`config.mk`:
```
export PLATFORM = sky130hd
export DESIGN_NAME = pc_gen_bp
export DESIGN_NICKNAME = d
export VERILOG_FILES = /design/src/rtl/pc_gen_bp.sv
export SDC_FILE = /design/constraint.sdc
export NUM_CORES = 2
export LEC_CHECK = 0
export BUFFER_PORTS_ARGS = -buffer_cell sky130_fd_sc_hd__buf_4
export CAP_MARGIN = 0
export CORE_MARGIN = 4
export CORE_UTILIZATION = 45
export DETAILED_ROUTE_END_ITERATION = 8
export SLEW_MARGIN = 25
export SYNTH_ARGS = -nofsm -noshare
export SYNTH_HDL_FRONTEND = slang
export SYNTH_SLANG_ARGS = --single-unit
```
`constraint.sdc`:
```
create_clock -name clk_in -period 5.9 [get_ports clk_in]
set_clock_uncertainty 0.05 [all_clocks]
set_input_delay 0.295 -clock clk_in [delete_from_list [all_inputs] [get_ports clk_in]]
set_output_delay 0.295 -clock clk_in [all_outputs]
set_load 0.05 [all_outputs]
```
`src/rtl/pc_gen_bp.sv`:
```
// Fetch PC generator with a direct-mapped 2-bit branch history table and branch target buffer.
// Drives the fetch PC and a taken prediction for that PC into the IF stage.
module pc_gen_bp #(
  parameter int          IDX_BITS = 6,
  parameter logic [31:0] RESET_PC = 32'h0
) (
  input  logic        clk_in,
  input  logic        rst_n_in,
  input  logic        rdy_in,
  input  logic        stall_in,
  input  logic        jump_flag_in,
  input  logic [31:0] jump_pc_in,
  input  logic        upd_valid_in,
  input  logic [31:0] upd_pc_in,
  input  logic        upd_taken_in,
  input  logic [31:0] upd_target_in,
  output logic [31:0] pc_out,
  output logic        branch_predicate_or_not_out
);

  localparam int ENTRIES = 1 << IDX_BITS;
  localparam int TAG_W   = 30 - IDX_BITS;

  // Flow control: rdy_in=0 freezes every register and ignores all other inputs.
  // With rdy_in=1, jump_flag_in beats stall_in, and stall_in holds the PC;
  // there is no other handshake with IF. Table updates ignore stall and jump.

  logic [1:0]         ctr_q    [ENTRIES];
  logic [ENTRIES-1:0] valid_q;
  logic [TAG_W-1:0]   tag_q    [ENTRIES];
  logic [31:0]        target_q [ENTRIES];

  logic [IDX_BITS-1:0] rd_idx;
  logic [IDX_BITS-1:0] wr_idx;
  logic [TAG_W-1:0]    rd_tag;
  logic [TAG_W-1:0]    wr_tag;
  logic                hit;
  logic                pred;
  logic [31:0]         next_seq;
  logic                upd_en;
  logic                unused_pc_lsbs;

  assign rd_idx = pc_out[IDX_BITS+1:2];
  assign rd_tag = pc_out[31:IDX_BITS+2];
  assign wr_idx = upd_pc_in[IDX_BITS+1:2];
  assign wr_tag = upd_pc_in[31:IDX_BITS+2];
  assign unused_pc_lsbs = ^upd_pc_in[1:0];

  // Lookup reads registered tables only, so a same-cycle write is not bypassed.
  assign hit      = valid_q[rd_idx] && (tag_q[rd_idx] == rd_tag);
  assign pred     = hit && ctr_q[rd_idx][1];
  assign next_seq = pred ? target_q[rd_idx] : (pc_out + 32'd4);
  assign branch_predicate_or_not_out = pred;

  assign upd_en = rdy_in && upd_valid_in;

  always_ff @(posedge clk_in or negedge rst_n_in) begin
    if (!rst_n_in) begin
      pc_out <= RESET_PC;
    end else if (rdy_in) begin
      if (jump_flag_in) begin
        pc_out <= jump_pc_in;
      end else if (!stall_in) begin
        pc_out <= next_seq;
      end
    end
  end

  always_ff @(posedge clk_in or negedge rst_n_in) begin
    if (!rst_n_in) begin
      for (int i = 0; i < ENTRIES; i++) begin
        ctr_q[i] <= 2'b01;
      end
      valid_q <= '0;
    end else if (upd_en) begin
      if (upd_taken_in) begin
        if (ctr_q[wr_idx] != 2'b11) begin
          ctr_q[wr_idx] <= ctr_q[wr_idx] + 2'd1;
        end
        valid_q[wr_idx] <= 1'b1;
      end else if (ctr_q[wr_idx] != 2'b00) begin
        ctr_q[wr_idx] <= ctr_q[wr_idx] - 2'd1;
      end
    end
  end

  // Tag and target need no reset: they are only observed through valid_q.
  always_ff @(posedge clk_in) begin
    if (rst_n_in && upd_en && upd_taken_in) begin
      tag_q[wr_idx]    <= wr_tag;
      target_q[wr_idx] <= upd_target_in;
    end
  end

endmodule

```
==> results summary <==
The CTS buffer count came out at 387. The synthesized cell area came out at 0.148 sq mm. The clock insertion delay at the later pin of the skew report is 0.95 ns. The highest ir drop seen on vdd came out at 0.264 mV. The clock transition at the registers of the reported paths is 0.06 ns. The register bit count reported by yosys came out at 3808.

The tree is rooted in a clkbuf_16. The highest achievable clock rate is 0.171 GHz. In this run, synthesis inferred 3584 flip-flops with an integrated enable. Clock tree synthesis found a total of 3808 sinks. The transition at the pin with the smallest max-transition slack is 1.22 ns. The standby leakage power came out at 55.3 nW. TritonCTS built the clock tree. The core region area is 0.327 sq mm.

The number of distinct library cells after synthesis is 80. In the routed layout, each cell is associated on average with a via count of 6.40. The DRC violation count after routing is 0. The area taken by multi-input logic gates came out at 0.0333 sq mm. The net switching share of the total power is 24.7%. After synthesis, the largest area contributor takes up 72.8% of total cell area. The clock passes through at most 4 buffers. On the final layout, the worst hold slack is 0.107 ns.

The worst setup path is of the reg -> out kind. The net total in the final layout came out at 7413. After detailed routing, the total wire length is 450 mm. The max-slew violation count is 0. The filler cell count came out at 25200.

The maximum number of pins on one net before global-route repair is 143. The vertical extent of the die is 581 microns. The library cell used most frequently in the layout, excluding fill and tap cells, is edfxtp_1.

The portion of total power attributed to sequential cells came out at 47.7%. The flow ran to the end, and the final reports show no timing, DRC or antenna violations. The final number of hold-violating endpoints is 0. The fraction of registers with async set or reset after synthesis is 5.88%. The width of the chip is 581 microns.

The number of nets with antenna violations after detailed routing is 0. The number of nets in the synthesized netlist is 6822. After synthesis, the cell types taking the most area are edfxtp_1, mux4_2, dfrtp_1.

In the final routed layout, each cell accounts on average for 37.5 microns. The number of design-rule violations left by the first detailed-router iteration is 10700. Summed over all layers, the global routing overflow is 0. The internal power came out at 0.0476 W.

Compared with the post-synthesis result, the final layout area differs by 15.6%. The ratio of cells with drive above 1 in the final layout came out at 29.3%. The number of placed I/O pins is 136.

The combined flip-flop and latch cell area is 0.113 sq mm. The number of stages on the worst hold path is 5. Headroom to the max-slew limit came out at 18.4%. Setup repair after global routing left no endpoint under its margin.

The first-pass detailed-route iteration total came out at 6. The synthesized area divided by synthesized cell count came out at 22.0 sq um. STA classifies the critical path endpoint as a primary output. The row count came out at 210. The required arrival time at the worst endpoint came out at 5.56 ns. Summing the sequential cell areas from Yosys gives 76.6% of the chip area. The aggregate global-route resource usage is 26.2%.

The worst register-to-register path has a depth of 15. The initial antenna violation count was 23. For this design the ratio of total power to cell area is 369 mW/mm^2.

Once the floorplan was initialized, standard cells occupied 45.2% of the core. Summed over all nets, the half-perimeter wirelength after detailed placement is 239 mm. Across all layers, the routed design uses 76700 vias.

The last weighted congestion value of the routability-driven placer is 0.872. The number of global-route vias before repair came out at 75300. The core occupancy in the finished layout is 52.3%.

In this run the number of H-tree levels came out at 5. For this run, the leading register cell type out of synthesis is edfxtp_1. Counting every instance in the synthesized netlist gives 6716.

The setup-violating endpoint count in the final report is 0. The final cycle utilization of the critical path came out at 99.4%. The arrival time of the worst setup path came out at 5.52 ns. The wire length of the first global-routing pass is 616 mm. The sort of element at the start of the critical path is a register.

In this run the worst path has a maximum fanout of 51. The synthesized design spends more area on one cell type than any other, namely edfxtp_1. The final total negative setup slack came out at 0 ns. The share of total power dissipated in the clock network is 39.2%. The number of input and output port buffers inserted is 133. The share of total power in combinational logic is 13.1%. The worst hold-check path type is in -> reg.

The max-capacitance violation count is 0. Yosys printed 0 warnings. In this run the power spent charging and discharging nets is 0.0156 W. Leaving out fill and tap cells, the most frequent cells in the layout are edfxtp_1, mux4_2, clkbuf_16, buf_4, nand2_1.

Counting I/O delays and the setup requirement, the final critical path takes 5.86 ns. The die area is 0.338 sq mm.
[area by class of cell]
cell class,count,area share [%]
Antenna cell,10,0.0146
Clock buffer,473,5.98
Clock inverter,246,1.54
Inverter,13,0.0344
Multi-Input combinational cell,2526,19.5
Sequential cell,3808,66.3
Tap cell,4346,3.18
Timing Repair Buffer,571,3.49
[timing repair]
| action | 4_1_cts | 5_1_grt |
|---|---|---|
| cloned | 0 | 0 |
| setup buffers | 12 | 0 |
| hold endpoints to repair | 3834 | 0 |
| hold buffers | 140 | 0 |
| endpoints found under the setup margin | 1 | 1 |
| pin swaps | 1 | 0 |
| resized for setup | 3 | 1 |
[cell usage after synthesis (13+ instances only)]
cell	instances
clkbuf_1	154
nor2b_1	22
xnor2_1	28
a21oi_1	82
and2_1	15
and3_1	13
a221oi_1	24
dfstp_2	64
buf_4	34
nor3_1	21
mux2_2	61
buf_2	113
dfrtp_1	160
a21o_1	69
o221ai_1	23
nand3_1	51
buf_6	17
nand2_1	210
buf_1	50
edfxtp_1	3584
xor2_1	15
o21ai_0	109
a22o_1	14
nand4_1	14
a22oi_1	89
mux2i_1	193
nor2_1	221
mux4_2	1020
o22ai_1	80
[registers in the layout, summed over array words and instances, names as in the netlist, named ones only]
signal and cells:
ctr_q 64, valid_q 64, target_q 2048, tag_q 1536, pc_out 32
[layer usage]
layer	GRT usage, %	routed length (microns)
met4	10.2	20300
met2	42.1	217000
met1	36.6	173000
met3	3.98	40100
met5	0	71
[stage by stage]
step	instance area, sq um	setup slack, ns	total power (W)	instances
after floorplan	148000	0.886	0.0357	6716
after global placement	156000	0.220	0.0387	11100
after detailed placement	156000	0.232	0.0387	11100
after CTS	171000	0.0549	0.0635	12000
after global routing	171000	0.0110	0.0650	12000
final	171000	0.0380	0.0631	12000
[power by group through the flow]
stage	Combinational (W)	Clock (W)	Sequential, W
global route	0.00865	0.0263	0.0301
CTS	0.00827	0.0251	0.0301
floorplan	0.00510	0	0.0306
global placement	0.00796	0	0.0307
finish	0.00828	0.0248	0.0301
detailed placement	0.00802	0	0.0307
[worst max-delay path: stages (launching register included)]
cell	delay [ns]
dfrtp_4	0.73
inv_8	0.68
mux4_2	0.62
o31ai_1	0.43
nor4_1	0.25
nor3_1	0.21
and4b_1	0.22
nand4_1	0.24
nor4_4	0.56
buf_4	0.19
buf_4	0.18
[logic make-up after synthesis]
family	Yosys count	share of synthesized area (%)
compound gates	575	2.62
xor+xnor	43	0.255
fa+ha+maj	3	0.0254
buf+inv	382	1.25
flops	3808	76.6
mux	1274	17.3
simple gates	631	1.93
[worst paths after layout]
path	from	to	slack [ns]
worst min-delay path	upd_valid_in	register	0.11
worst min register to register	valid_q[7]$_DFFE_PN0P_	valid_q[7]$_DFFE_PN0P_	0.40
worst max-delay path	pc_out[5]$_DFFE_PN0P_	branch_predicate_or_not_out	0.04
worst max register to register	pc_out[3]$_DFFE_PN0P_	pc_out[28]$_DFFE_PN0P_	0.54
max in group asynchronous	rst_n_in	pc_out[3]$_DFFE_PN0P_	3.47
min in group asynchronous	rst_n_in	async pin	0.46
Note: power is estimated with default switching activity, not from simulation.
